File: src/rtl/linreg_coeff_engine.sv
// linreg_coeff_engine: streams N = 2**LOG2N signed (x, y) pairs, accumulates
// the regression sums and produces slope b1 and intercept b0 in signed
// Q(OW-FRAC).FRAC, using a one-bit-per-cycle restoring divider.
// Optional macro COEFF_ROUND_EN: the divider computes one extra quotient bit and
// the slope magnitude is rounded half away from zero (one extra cycle of latency).
module linreg_coeff_engine #(
  parameter int DW    = 16,
  parameter int LOG2N = 2,
  parameter int FRAC  = 8,
  parameter int OW    = 16
) (
  input  logic                 clk,
  input  logic                 rst,
  input  logic                 start,
  input  logic                 in_valid,
  output logic                 in_ready,
  input  logic signed [DW-1:0] x_in,
  input  logic signed [DW-1:0] y_in,
  output logic                 busy,
  output logic                 done,
  output logic signed [OW-1:0] b1,
  output logic signed [OW-1:0] b0,
  output logic                 err,
  output logic                 sat
);

  localparam int XW  = DW + LOG2N;          // SX, SY width
  localparam int PW  = 2 * DW;              // single product width
  localparam int XXW = 2 * DW + LOG2N;      // SXX, SXY width
  localparam int NW  = 2 * DW + 2 * LOG2N + 1;
`ifdef COEFF_ROUND_EN
  localparam int DSH = FRAC + 1;            // extra bit used for rounding
`else
  localparam int DSH = FRAC;
`endif
  localparam int QW  = NW + DSH;            // dividend / quotient width = divide cycles
  localparam int CW  = $clog2(QW + 1);
  localparam int BW  = OW + DW + LOG2N + 2; // intercept arithmetic width
  localparam int RW  = QW + 1;
  localparam int SW  = (RW > BW) ? RW : BW; // common width for saturation

  localparam logic [2:0] S_IDLE  = 3'd0;
  localparam logic [2:0] S_ACCUM = 3'd1;
  localparam logic [2:0] S_PREP  = 3'd2;
  localparam logic [2:0] S_DIV   = 3'd3;
  localparam logic [2:0] S_B0    = 3'd4;
  localparam logic [2:0] S_DONE  = 3'd5;

  logic [2:0]              state_reg;
  logic [LOG2N-1:0]        cnt_reg;
  logic signed [XW-1:0]    sx_reg, sy_reg;
  logic signed [XXW-1:0]   sxx_reg, sxy_reg;
  logic [NW-1:0]           den_reg;
  logic [NW-1:0]           rem_reg;
  logic [QW-1:0]           dq_reg;     // dividend shifts out, quotient shifts in
  logic                    neg_reg;
  logic                    dz_reg;
  logic [CW-1:0]           dcnt_reg;
  logic signed [OW-1:0]    b1_reg, b0_reg;
  logic                    err_reg, sat_reg;

  // Saturate a wide signed value to OW bits; MSB of the result flags clipping.
  function automatic logic [OW:0] clip_fn(input logic signed [SW-1:0] v);
    logic signed [SW-1:0] hi;
    logic signed [SW-1:0] lo;
    hi = '0;
    hi[OW-2:0] = '1;
    lo = ~hi;
    if (v > hi)
      clip_fn = {1'b1, 1'b0, {(OW-1){1'b1}}};
    else if (v < lo)
      clip_fn = {1'b1, 1'b1, {(OW-1){1'b0}}};
    else
      clip_fn = {1'b0, v[OW-1:0]};
  endfunction

  // Sample products, exact in 2*DW bits.
  logic signed [PW-1:0] xx_w, xy_w;
  assign xx_w = PW'(x_in) * PW'(x_in);
  assign xy_w = PW'(x_in) * PW'(y_in);

  // Numerator / denominator of the slope, evaluated while in PREP.
  logic signed [NW-1:0] sx_w, sy_w, sxx_w, sxy_w, num_w, den_w;
  logic [NW-1:0]        num_mag;
  assign sx_w    = NW'(sx_reg);
  assign sy_w    = NW'(sy_reg);
  assign sxx_w   = NW'(sxx_reg);
  assign sxy_w   = NW'(sxy_reg);
  assign num_w   = (sxy_w <<< LOG2N) - sx_w * sy_w;
  assign den_w   = (sxx_w <<< LOG2N) - sx_w * sx_w;
  assign num_mag = num_w[NW-1] ? -num_w : num_w;

  // Restoring divider step: bring down the next dividend bit and trial-subtract.
  logic [NW:0]   trial_w;
  logic [NW-1:0] diff_w;
  logic          fits_w;
  assign trial_w = {rem_reg, dq_reg[QW-1]};
  assign fits_w  = (trial_w >= {1'b0, den_reg});
  assign diff_w  = trial_w[NW-1:0] - den_reg;

  // Quotient magnitude, optionally rounded half away from zero.
  logic [QW-1:0] mag_w;
`ifdef COEFF_ROUND_EN
  assign mag_w = QW'(({1'b0, dq_reg} + {{QW{1'b0}}, 1'b1}) >> 1);
`else
  assign mag_w = dq_reg;
`endif

  logic signed [SW-1:0] mag_ext, q_w, b0_x;
  logic signed [BW-1:0] sx_b, sy_b, b1_b, b0_full;
  logic [OW:0]          b1_clip, b0_clip;

  // Slope and intercept with saturation; the slope is forced to zero when den was zero.
  always_comb begin
    mag_ext = SW'(mag_w);
    if (dz_reg)
      q_w = '0;
    else if (neg_reg)
      q_w = -mag_ext;
    else
      q_w = mag_ext;
    b1_clip = clip_fn(q_w);
    sx_b    = BW'(sx_reg);
    sy_b    = BW'(sy_reg);
    b1_b    = BW'($signed(b1_clip[OW-1:0]));
    b0_full = (sy_b <<< FRAC) - b1_b * sx_b;
    b0_x    = SW'(b0_full >>> LOG2N);
    b0_clip = clip_fn(b0_x);
  end

  // Control FSM with accumulators, divider and result registers.
  always_ff @(posedge clk or negedge rst) begin
    if (!rst) begin
      state_reg <= S_IDLE;
      cnt_reg   <= '0;
      sx_reg    <= '0;
      sy_reg    <= '0;
      sxx_reg   <= '0;
      sxy_reg   <= '0;
      den_reg   <= '0;
      rem_reg   <= '0;
      dq_reg    <= '0;
      neg_reg   <= 1'b0;
      dz_reg    <= 1'b0;
      dcnt_reg  <= '0;
      b1_reg    <= '0;
      b0_reg    <= '0;
      err_reg   <= 1'b0;
      sat_reg   <= 1'b0;
    end else begin
      case (state_reg)
        S_IDLE: begin
          if (start) begin
            cnt_reg   <= '0;
            sx_reg    <= '0;
            sy_reg    <= '0;
            sxx_reg   <= '0;
            sxy_reg   <= '0;
            err_reg   <= 1'b0;
            sat_reg   <= 1'b0;
            state_reg <= S_ACCUM;
          end
        end
        S_ACCUM: begin
          if (in_valid) begin
            sx_reg  <= sx_reg + XW'(x_in);
            sy_reg  <= sy_reg + XW'(y_in);
            sxx_reg <= sxx_reg + XXW'(xx_w);
            sxy_reg <= sxy_reg + XXW'(xy_w);
            cnt_reg <= cnt_reg + 1'b1;
            if (&cnt_reg)
              state_reg <= S_PREP;
          end
        end
        S_PREP: begin
          den_reg   <= den_w;
          rem_reg   <= '0;
          dq_reg    <= {num_mag, {DSH{1'b0}}};
          neg_reg   <= num_w[NW-1];
          dz_reg    <= (den_w == '0);
          dcnt_reg  <= CW'(QW - 1);
          state_reg <= S_DIV;
        end
        S_DIV: begin
          rem_reg <= fits_w ? diff_w : trial_w[NW-1:0];
          dq_reg  <= {dq_reg[QW-2:0], fits_w};
          if (dcnt_reg == '0)
            state_reg <= S_B0;
          else
            dcnt_reg <= dcnt_reg - 1'b1;
        end
        S_B0: begin
          b1_reg    <= b1_clip[OW-1:0];
          b0_reg    <= b0_clip[OW-1:0];
          err_reg   <= dz_reg;
          sat_reg   <= b1_clip[OW] | b0_clip[OW];
          state_reg <= S_DONE;
        end
        S_DONE: begin
          state_reg <= S_IDLE;
        end
        default: begin
          state_reg <= S_IDLE;
        end
      endcase
    end
  end

  assign in_ready = (state_reg == S_ACCUM);
  assign busy     = (state_reg != S_IDLE);
  assign done     = (state_reg == S_DONE);
  assign b1       = b1_reg;
  assign b0       = b0_reg;
  assign err      = err_reg;
  assign sat      = sat_reg;

endmodule

File: config.mk
export PLATFORM = sky130hd
export DESIGN_NAME = linreg_coeff_engine
export DESIGN_NICKNAME = d
export VERILOG_FILES = /design/src/rtl/linreg_coeff_engine.sv
export SDC_FILE = /design/constraint.sdc
export NUM_CORES = 2
export LEC_CHECK = 0
export CAP_MARGIN = 20
export CORE_ASPECT_RATIO = 1.75
export CORE_MARGIN = 1
export CORE_UTILIZATION = 65
export CTS_CLUSTER_SIZE = 25
export DETAILED_ROUTE_END_ITERATION = 12
export GPL_ROUTABILITY_DRIVEN = 0
export PLACE_DENSITY_LB_ADDON = 0.08
export SYNTH_ARGS = -nofsm -noshare
export SYNTH_HDL_FRONTEND = slang
export SYNTH_SLANG_ARGS = --single-unit
File: constraint.sdc
create_clock -name clk -period 12.1 [get_ports clk]
set_input_delay 2.42 -clock clk [delete_from_list [all_inputs] [get_ports clk]]
set_output_delay 2.42 -clock clk [all_outputs]
set_load 0.05 [all_outputs]
==> metrics.yaml <==
worst_setup_path:
  crit_required_ns: 12.64
  critPathCaptureType: "register"
  cp_common_cell: "fa_1"
  worstSetupStartpoint: "dq_reg[19]"
  critPathSlowestCell: "or3_1"
  worstSetupPathType: "register to register"
  max_stage_delay_ns: 0.65
  r2r-start: "dq_reg[19]"
  cp-start-kind: "register"
  cp_max_fo: 13
  arrival_ns: 11.80
floorplanning:
  die_area_mm2: 0.117
  core.rowCount: 164
  core-area_mm2: 0.114
  ios: 73
  chipHeight_um: 452
  die_w_um: 259
  initial_core_util: 0.657
min_path:
  min_path_type: "register to register"
  worstHoldStart: "b0[15]"
synth:
  ys.warnings.count: 0
  yosysMostFrequentCell: "inv_1"
  synth_mux_area_frac: 0.00602
  synth_adder_area_share: 0.529
  synthCells: 8125
  synth.avg_cell_area_um2: 9.24
  synth_top_area_share: 0.429
  yosys-top-cells-count: "1654 x inv_1, 1609 x fa_1, 882 x nand2_1"
  yosys.area_share.xor_xnor: 0.0383
  synth_compound_area_frac: 0.0938
  synth-main-ff-cell: "dfrtp_1"
  syn_nets: 10400
  ys_seq_elements: 270
  async_flop_share: 1.00
  ys_types: 94
  yosys.area_share.simple: 0.142
  synth-edff-count: 0
  synth-seq-area-share: 0.0900
  syn-cell-area_mm2: 0.0751
  synth_area_leader_cell: "fa_1"
  synth_top_family_by_area: "adder cells"
  synth.area.top_cells: "fa_1 43%, ha_1 10%, dfrtp_1 9.0%"
clocking:
  cts_tree: "yes"
  htreeDepth: 1
  cts-root-buf: "clkbuf_16"
  clkLatencyLatePin_ns: 0.67
  clk_pin_slew_ns: 0.07
  cts-buffers-inserted: 31
  cts.path.max_buffers: 3
  cts_hold_buffers: 0
  cts.sinks: 270
layout:
  nFillCells: 9174
  finalNetCount: 10200
  largest_register_ffs: 45
  drive_gt1_frac: 0.0332
  area_growth_pct: 4.30
global_routing:
  grt_pass1_wl_um: 335000
  antenna_found_initial: 9
  grt_usage: 0.372
  grt_pass1_vias: 64200
  overflow: 0
  grt_max_degree: 83
sta:
  hold_viol_final: 0
  fin_crit_ns: 11.26
  fin_skew_ns: 0.0182
  finalSetupTns_ns: 0
  fmax_ghz: 0.0888
  worstMarginPinSlew_ns: 1.21
  fin_crit_sh: 0.931
  rsz0062_at_grt: "no"
  setup_viol: 0
  slew_headroom: 0.194
  maxSlewViolCount: 0
route:
  dr.first_iter.drc_count: 3749
  ant_nets: 0
  via_per_inst: 6.02
  drc: 0
  drt-total-wl_um: 208000
  dr.pass1.iters: 8
  vias: 57100
  wl_per_cell_um: 21.9
place:
  io_buffers: 72
  dp_hpwl_um: 168000
run:
  cap_violations: 0
status:
  status: "complete, no violations"
==> layer usage <==
layer | vias up | wire, um | track usage
met1 | 29100 | 67800 | 0.389
met2 | 2129 | 108000 | 0.667
li1 | 24800 | - | -
met3 | 1001 | 11700 | 0.0499
met4 | 10 | 19700 | 0.297
met5 | - | 65 | 0
==> path summary, 6_finish.rpt <==
path | endpoint | slack, ns | depth (start not counted)
setup / recovery | sat | 0.84 | 36
hold / removal | b0[15] | 0.48 | 2
setup reg to reg | sat | 0.84 | 36
hold reg to reg | b0[15] | 0.48 | 2
max in group asynchronous | den_reg[26] | 8.18 | 3
min in group asynchronous | dcnt_reg[3] | 1.73 | 1
==> critical path, delay by kind of cell, from the launching register on <==
family	cells	cell delay [ns]
DFF	1	0.47
adders and majority gates	7	3.32
AOI/OAI and AO/OA	12	3.62
and+or+nand+nor	9	2.75
buffers and inverters	7	0.82
xor gates and xnor gates	1	0.13
==> through the flow <==
stage / setup slack (ns) / area (um^2) / std cells / hold slack [ns] / util
detailed placement: 0.636 / 77100 / 9420 / 0.470 / 0.674
CTS: 0.597 / 78200 / 9478 / 0.485 / 0.684
global route: 0.130 / 78300 / 9486 / 0.503 / 0.685
global placement: 0.887 / 77000 / 9419 / 0.462 / 0.674
floorplan: 2.19 / 75100 / 8125 / 0.449 / -
finish: 0.839 / 78300 / 9487 / 0.478 / 0.685
==> cell families after synthesis <==
family / after synthesis
fa+ha+maj: 2207
simple gates: 2158
buf+inv: 2019
compound gates: 1102
xor+xnor: 328
flops: 270
mux: 41
==> layout make-up <==
class                   count  area (um^2)  area share
repair buffers            168         1470      0.0187
flip-flops and latches    270         6780      0.0866
clock buffers              35          821      0.0105
diodes                      4         10.0    0.000128
inverters                1657         6220      0.0794
clock inverters            23          324     0.00414
multi-input cells        5836        60800       0.777
well taps                1494         1870      0.0239
==> repair_timing <==
item                       4_1_cts  5_1_grt
setup endpoints to repair        0       16
gates resized for setup          0        4
buffers inserted                 0        3
==> layout by cell type (no fill, tap or decap), drive strengths merged, types with 51 or more instances in the layout <==
master         instances
buf                   98
nand3                 69
nor3                  69
o31ai                 51
xnor2                191
nand2                882
a21oi                267
ha                   598
a21o                 109
and2                 542
inv                 1658
and3                  56
xor2                 137
dfrtp                270
nor2                 281
clkdlybuf4s50         70
fa                  1609
o21ai                333
Power is not shown: default switching activity piles up to over one toggle a cycle in this logic, so the estimate is an artifact.
